`src/rtl/bin_down_timer_if.sv`:
```
// Control/status bundle for bin_down_timer.
// slave = timer side, master = controller side.
interface bin_down_timer_if #(
    parameter int N = 8
);
    logic         load;
    logic [N-1:0] din;
    logic         en;
    logic         auto_reload;
    logic [N-1:0] q;
    logic         min_tick;
    logic         busy;
    logic         done;

    modport master (
        output load, din, en, auto_reload,
        input  q, min_tick, busy, done
    );

    modport slave (
        input  load, din, en, auto_reload,
        output q, min_tick, busy, done
    );
endinterface

```
`src/rtl/bin_down_timer.sv`:
```
// Loadable N-bit down-counter/timer, one-shot or auto-reload.
// Optional clock-enable prescaler: define BIN_DOWN_TIMER_PRESCALE_EN.
module bin_down_timer #(
    parameter int N        = 8,
    parameter int PRESCALE = 4
) (
    input  logic            clk,
    input  logic            reset,
    bin_down_timer_if.slave bus
);
    typedef enum logic [1:0] {IDLE, RUN, EXPIRED} state_e;

    state_e       state_q, state_d;
    logic [N-1:0] q_q, q_d;
    logic [N-1:0] rld_q, rld_d;
    logic         step;
    logic         tc;

`ifdef BIN_DOWN_TIMER_PRESCALE_EN
    localparam int PW = (PRESCALE > 1) ? $clog2(PRESCALE) : 1;
    localparam logic [PW-1:0] PMAX = PW'(PRESCALE - 1);

    logic [PW-1:0] pre_q, pre_d;

    assign step = bus.en & (pre_q == PMAX);

    always_comb begin
        pre_d = pre_q;
        if (bus.load) begin
            pre_d = '0;
        end else if (state_q == RUN && bus.en) begin
            pre_d = (pre_q == PMAX) ? '0 : pre_q + 1'b1;
        end
    end

    always_ff @(posedge clk or posedge reset) begin
        if (reset) pre_q <= '0;
        else       pre_q <= pre_d;
    end
`else
    assign step = bus.en;
`endif

    // Terminal event; a load in the same cycle always wins.
    assign tc = (state_q == RUN) & step & (q_q == '0) & ~bus.load;

    always_ff @(posedge clk or posedge reset) begin
        if (reset) state_q <= IDLE;
        else       state_q <= state_d;
    end

    always_comb begin
        state_d = state_q;
        if (bus.load) begin
            state_d = RUN;
        end else if (tc && !bus.auto_reload) begin
            state_d = EXPIRED;
        end
    end

    always_comb begin
        bus.q        = q_q;
        bus.min_tick = tc;
        bus.busy     = (state_q == RUN);
        bus.done     = (state_q == EXPIRED);
    end

    always_comb begin
        q_d   = q_q;
        rld_d = rld_q;
        if (bus.load) begin
            q_d   = bus.din;
            rld_d = bus.din;
        end else if (state_q == RUN && step) begin
            if (q_q != '0)           q_d = q_q - 1'b1;
            else if (bus.auto_reload) q_d = rld_q;
        end
    end

    always_ff @(posedge clk or posedge reset) begin
        if (reset) begin
            q_q   <= '0;
            rld_q <= '0;
        end else begin
            q_q   <= q_d;
            rld_q <= rld_d;
        end
    end
endmodule
```
`src/flat_wrapper.sv`:
```
// flat-port wrapper written by rule: the top's interface ports become plain ports
module bin_down_timer_flat 
#(
    parameter int N        = 8,
    parameter int PRESCALE = 4
)
  (clk, reset, bus_load, bus_din, bus_en, bus_auto_reload, bus_q, bus_min_tick, bus_busy, bus_done);
  bin_down_timer_if #(.N(N)) bus_i ();
  input  logic clk;
  input  logic reset;
  input wire logic [$bits(bus_i.load)-1:0] bus_load;
  input wire logic [$bits(bus_i.din)-1:0] bus_din;
  input wire logic [$bits(bus_i.en)-1:0] bus_en;
  input wire logic [$bits(bus_i.auto_reload)-1:0] bus_auto_reload;
  output wire logic [$bits(bus_i.q)-1:0] bus_q;
  output wire logic [$bits(bus_i.min_tick)-1:0] bus_min_tick;
  output wire logic [$bits(bus_i.busy)-1:0] bus_busy;
  output wire logic [$bits(bus_i.done)-1:0] bus_done;
  assign bus_i.load = bus_load;
  assign bus_i.din = bus_din;
  assign bus_i.en = bus_en;
  assign bus_i.auto_reload = bus_auto_reload;
  assign bus_q = bus_i.q;
  assign bus_min_tick = bus_i.min_tick;
  assign bus_busy = bus_i.busy;
  assign bus_done = bus_i.done;
  bin_down_timer #(.N(N), .PRESCALE(PRESCALE)) u_core (.clk(clk), .reset(reset), .bus(bus_i));
endmodule
```
`config.mk`:
```
export PLATFORM = sky130hd
export DESIGN_NAME = bin_down_timer_flat
export DESIGN_NICKNAME = d
export VERILOG_FILES = /design/src/rtl/bin_down_timer_if.sv /design/src/rtl/bin_down_timer.sv /design/src/flat_wrapper.sv
export SDC_FILE = /design/constraint.sdc
export NUM_CORES = 1
export LEC_CHECK = 0
export BUFFER_PORTS_ARGS = -buffer_cell sky130_fd_sc_hd__buf_2
export CORE_MARGIN = 2
export CORE_UTILIZATION = 56
export DETAILED_ROUTE_END_ITERATION = 8
export HOLD_SLACK_MARGIN = 0.05
export PLACE_DENSITY = 0.82
export SLEW_MARGIN = 10
export SYNTH_ARGS = -nofsm -noshare
export SYNTH_HDL_FRONTEND = slang
export SYNTH_SLANG_ARGS = --single-unit
```
`constraint.sdc`:
```
create_clock -name clk -period 3.1 [get_ports clk]
set_input_delay 0.62 -clock clk [delete_from_list [all_inputs] [get_ports clk]]
set_output_delay 0.62 -clock clk [all_outputs]
set_load 0.05 [all_outputs]
```
==> run metrics, run 1 <==
share of layout cells above drive strength 1 27.82%; die area 2322 sq um; core footprint 1783 sq um; row count 15; CP Capture Type primary output; Skew-Pair Late Insertion Delay about 0.3 ns; cts-stage hold buffer count 0; die height 48.19 um; io pins 24; clock skew ~0.0084 ns; leading area contributor after synthesis dfrtp_1; Pleak 0.5720 nW; number of synthesized flops with an enable pin 0; crit path max fanout 12; grt total ovfl 0; ys flop type dfrtp_1; Max VDD drop 412.6 uV; synth top area cells dfrtp_1, mux2_2, inv_1, a21oi_1, mux2i_1; Hold Vio Cnt, Final 0; Slew Limit Headroom 54.01%; Area Overhead vs Synth 15.10%; worst slew pin tran 0.6890 ns; first-iteration detailed-routing DRC count 26; final net count roughly 150; setup TNS 0 ns; post-synth top area share between 40 and 50%; Power per Cell Area 488.3 nW/um^2; post-synthesis net count 127; TritonCTS clock tree done; # DRC 0; final worst path period need between 2 and 3 ns; Final Cycle Share 84.03%; Post-CTS Setup Bufs 0; clock root cell clkbuf_4; Global Route Usage Sum 23.70%; Clock Tree Buf Depth 2; Fmax achieved about 0.38 GHz; dpl hpwl around 1800 um; die span in x 48.19 um; Initial Util between 60% and 70%; RSZ-0062 raised after global routing false; Req. time, crit path 2.48 ns; DR vias/cell 6.462; drt wl/cell 16.01 um; classification of the worst-slack hold path in2async; Crit Path Class reg2out; Routed WL 2530 um; Max Cap Viol 0; Syn Inst Count 112; Critical Path Source Type flip-flop; Vias ~1000; TritonCTS buffer count 3; post_cts resized 0; status completed; H-tree depth 1; Slew Viols, Final 0; yosys warns 0; largest net degree at the start of global routing 30; Distinct cells, synth 40; Filler cells between 100 and 150; vias in the first global route 801; n_diodes 0; first-pass GRT wire length 3739 um; syn_area_per_cell 9.764 sq um; DRT Pass-1 Iters 4; Seq/Total Area, Yosys 41.19%; Final Util 70.60%; initial antenna violation count 0; Cell Area, Synth 1094 sq um; post-route ant nets 0; RePlAce Congestion 0.8639; Seq cells post-synth 18; Seq. cell area 450.4 sq um; Reg clk slew, reported paths 0.11 ns; CTS Sinks 18; port buffer count 23; critical path data arrival time 1.99 ns; ys async rst share 100.0%; area of the multi-input gates 569.3 sq um; setup violators final 0
[metrics by stage]
step / hold slack (ns) / setup slack, ns / power, mW / area [sq um] / instances
after floorplan: 0.4527 / 0.4093 / 0.4213 / 1099 / 112
after global placement: 0.4677 / 0.8966 / 0.4645 / 1222 / 154
after detailed placement: 0.4722 / 0.8415 / 0.4693 / 1222 / 154
after CTS: 0.4203 / 0.4841 / 0.6172 / 1259 / 158
after global routing: 0.4533 / 0.3545 / 0.6457 / 1259 / 158
final: 0.3969 / 0.4950 / 0.6147 / 1259 / 158
[layout by cell type, fill, tap and decap left out, drive strengths merged, types with 3 or more instances in the layout]
cell | netlist | final
nor2 | 3 | 3
a311oi | 3 | 3
nor3 | 6 | 6
inv | 10 | 10
clkbuf | 5 | 4
nor4 | 3 | 3
nand2 | 5 | 5
or3 | 3 | 3
a211oi | 3 | 3
a21oi | 6 | 6
buf | 3 | 25
dfrtp | 18 | 18
o31ai | 3 | 3
mux2i | 3 | 3
a21o | 3 | 3
mux2 | 5 | 5
[area by class of cell]
| class | instances | share of cell area, % |
|---|---|---|
| multi-input cells | 75 | 45.23 |
| inverters | 11 | 3.280 |
| clock buffers | 4 | 2.883 |
| flip-flops and latches | 18 | 35.79 |
| well taps | 25 | 2.485 |
| repair buffers | 25 | 10.34 |
[kinds of logic after synthesis]
group	after synthesis	synth area share, %
AND/OR/NAND/NOR	30	15.79
buffers and inverters	19	7.209
AO/OA/AOI/OAI	35	25.63
adder cells (fa/ha/maj)	2	2.288
flip-flops	18	41.19
multiplexers	8	7.894
[path summary, 6_finish.rpt]
kind	from	endpoint	slack, ns	cells after the start
worst min-delay path	reset	u_core.bus.q[0]	0.40	2
worst max register to register	u_core.bus.q[0]	u_core.bus.q[2]	0.93	6
min in group clk	u_core.rld_q[2]	u_core.rld_q[2]	0.50	1
worst max-delay path	u_core.bus.q[0]	bus_min_tick	0.49	7
worst min register to register	u_core.rld_q[2]	u_core.rld_q[2]	0.50	1
max in group asynchronous	reset	u_core.rld_q[2]	2.25	2
[where the power goes]
| part | internal, mW | switching [mW] | total, mW |
|---|---|---|---|
| logic | 0.0598 | 0.119 | 0.178 |
| registers | 0.258 | 0.0305 | 0.288 |
| clock network | 0.0717 | 0.0761 | 0.148 |
| total | 0.389 | 0.225 | 0.615 |
[state kept, by name (all words and copies together), names as in the netlist]
register        flops
u_core.rld_q        8
u_core.bus.q        8
u_core.state_q      2
[critical path: stages (launching register included)]
cell	delay, ns
dfrtp_1	0.41
inv_1	0.10
ha_1	0.16
nor4b_1	0.23
buf_4	0.23
nand2_1	0.12
nor3_2	0.15
buf_2	0.28
[synth_stat cells (2+ instances only)]
| library cell | number |
|---|---|
| nor3_1 | 5 |
| nand3_1 | 2 |
| mux2_2 | 5 |
| ha_1 | 2 |
| nand2_1 | 5 |
| a21o_1 | 3 |
| o31ai_1 | 2 |
| o32ai_1 | 2 |
| inv_1 | 10 |
| a221o_1 | 2 |
| nor2_1 | 3 |
| o211ai_1 | 2 |
| o311a_1 | 2 |
| a311oi_1 | 3 |
| and2_1 | 2 |
| a211oi_1 | 3 |
| buf_1 | 2 |
| nor4_1 | 3 |
| dfrtp_1 | 18 |
| o21ai_0 | 2 |
| a21oi_1 | 6 |
| mux2i_1 | 3 |
| a211o_1 | 2 |
| or3_1 | 3 |
| clkbuf_1 | 5 |
[routing by layer]
layer	up-vias	track usage, %	part of all wire, %
met3	7	4.444	5.7
met5	-	0	0
met2	44	36.32	48
met1	500	32.56	44
li1	470	-	-
met4	0	10.27	2.1
Note: power is estimated with default switching activity, not from simulation.
==> inputs of run 2 (changes only) <==
--- a/config.mk
+++ b/config.mk
@@ -7,10 +7,10 @@
 export LEC_CHECK = 0
 export BUFFER_PORTS_ARGS = -buffer_cell sky130_fd_sc_hd__buf_2
 export CORE_MARGIN = 2
-export CORE_UTILIZATION = 56
+export CORE_UTILIZATION = 47
 export DETAILED_ROUTE_END_ITERATION = 8
 export HOLD_SLACK_MARGIN = 0.05
-export PLACE_DENSITY = 0.82
+export PLACE_DENSITY = 0.73
 export SLEW_MARGIN = 10
 export SYNTH_ARGS = -nofsm -noshare
 export SYNTH_HDL_FRONTEND = slang
==> constraint.sdc (replaced) <==
create_clock -name clk -period 2.3 [get_ports clk]
set_input_delay 0.46 -clock clk [delete_from_list [all_inputs] [get_ports clk]]
set_output_delay 0.46 -clock clk [all_outputs]
set_load 0.05 [all_outputs]
==> run metrics, run 2 (same netlist as run 1, synthesis figures left out) <==
status completed; clock skew 0.001342 ns; worst slew pin tran 0.6772 ns; Pleak 0.6104 nW; Filler cells 209; first-iteration detailed-routing DRC count 32; Skew-Pair Late Insertion Delay 0.30 ns; io pins 24; Hold Vio Cnt, Final 0; CP Capture Type flip-flop; dpl hpwl 1791 um; crit path max fanout 7; die height 52.24 um; critical path data arrival time 2.39 ns; largest net degree at the start of global routing 23; largest stage delay on the critical path 0.62 ns; area of the multi-input gates 593.1 sq um; TritonCTS buffer count 3; H-tree depth 1; Fmax achieved 0.4550 GHz; Clock Tree Buf Depth 2; Max VDD drop ~390 uV; final worst path period need 2.198 ns; CTS Sinks 18; Top delay family on crit path compound AO/OA/AOI/OAI gates; most frequent cells in the layout buf_2, dfrtp_1, inv_1; drt wl/cell 15.09 um; Vias 1004; final net count 155; Seq. cell area 450.4 sq um; Final Util 60.46%; Initial Util 49.43%; TritonCTS clock tree done; Slew Viols, Final 0; Max Cap Viol 0; share of layout cells above drive strength 1 33.09%; n_diodes 0; DR vias/cell 6.012; critical path cell sequence inv_2 -> ha_1 -> or4b_1 -> o31ai_4 -> a2111oi_1 -> a211o_1; Reg clk slew, reported paths 0.11 ns; RSZ-0062 raised after global routing false; setup violators final 0; Critical Path Slowest Stage Cell or4b_1; clock root cell clkbuf_4; Routed WL 2520 um; row count 17; # DRC 0; Buffers & Inverters on Critical Path 1; vias in the first global route 909; Critical Path Source Type flip-flop; Power per Cell Area 630.8 nW/um^2; core footprint 2212 sq um; DRT Pass-1 Iters 4; Crit Path Class reg2reg; initial antenna violation count 0; die area around 2700 sq um; first-pass GRT wire length between 4000 and 5000 um; port buffer count 23; Slew Limit Headroom 54.80%; classification of the worst-slack hold path in2async; Area Overhead vs Synth 22.31%; setup TNS 0 ns; commonest non-fill, non-tap cell in the layout buf_2; post-route ant nets 0; Global Route Usage Sum 21.10%; grt total ovfl 0; die span in x about 52 um; Req. time, crit path 2.50 ns; RePlAce Congestion 0.8835; Final Cycle Share ~96%
-- run 2: cell type report --
class	instances	share of cell area (%)
Multi-Input combinational cell	75	44.34
Clock buffer	4	2.713
Inverter	11	3.087
Timing Repair Buffer	31	13.56
Tap cell	28	2.619
Sequential cell	18	33.68
-- run 2: final timing paths --
| check | to | depth (start not counted) | slack (ns) | start |
|---|---|---|---|---|
| max in group asynchronous | u_core.bus.q[5] | 2 | 1.63 | reset |
| hold / removal | u_core.rld_q[5] | 2 | 0.24 | reset |
| setup / recovery | u_core.bus.q[1] | 6 | 0.10 | u_core.bus.q[0] |
| setup reg to reg | u_core.bus.q[1] | 6 | 0.10 | u_core.bus.q[0] |
| hold reg to reg | u_core.rld_q[5] | 1 | 0.50 | u_core.rld_q[5] |
| min in group clk | u_core.bus.q[1] | 2 | 0.39 | bus_din[1] |
-- run 2: through the flow --
stage               std cells  setup slack [ns]  hold slack (ns)  cell area, sq um  power, mW
floorplan                 112           0.01914           0.3986              1111     0.5702
global placement          158            0.2037           0.4689              1246     0.6330
detailed placement        158            0.1390           0.4756              1246     0.6355
CTS                       162           0.04284           0.2677              1296     0.8421
global route              167          0.003501           0.3084              1338     0.8910
finish                    167            0.1021           0.2371              1338     0.8437
-- run 2: where the power goes --
part	leakage, nW	switching, mW	internal (mW)	total (mW)
clock network	0.0210	0.104	0.0967	0.201
logic	0.377	0.162	0.0905	0.253
registers	0.213	0.0428	0.348	0.390
total	0.610	0.309	0.535	0.844
-- run 2: repair_timing --
action / in CTS / in global routing
resized for setup: 3 / 2
pin swaps: 0 / 1
endpoints found under the setup margin: 1 / 2
hold buffers: 0 / 0
buffers inserted: 0 / 5
-- run 2: routing by layer --
layer  vias to the layer above  part of all wire [%]  global-route usage (%)  routed length (um)
li1                        480                     -                       -                   -
met4                         0                   2.2                   12.39                  55
met1                       485                    45                   29.51                1123
met2                        35                    47                   31.01                1179
met3                         4                   6.4                   2.857                 162
met5                         -                     0                       0                   0
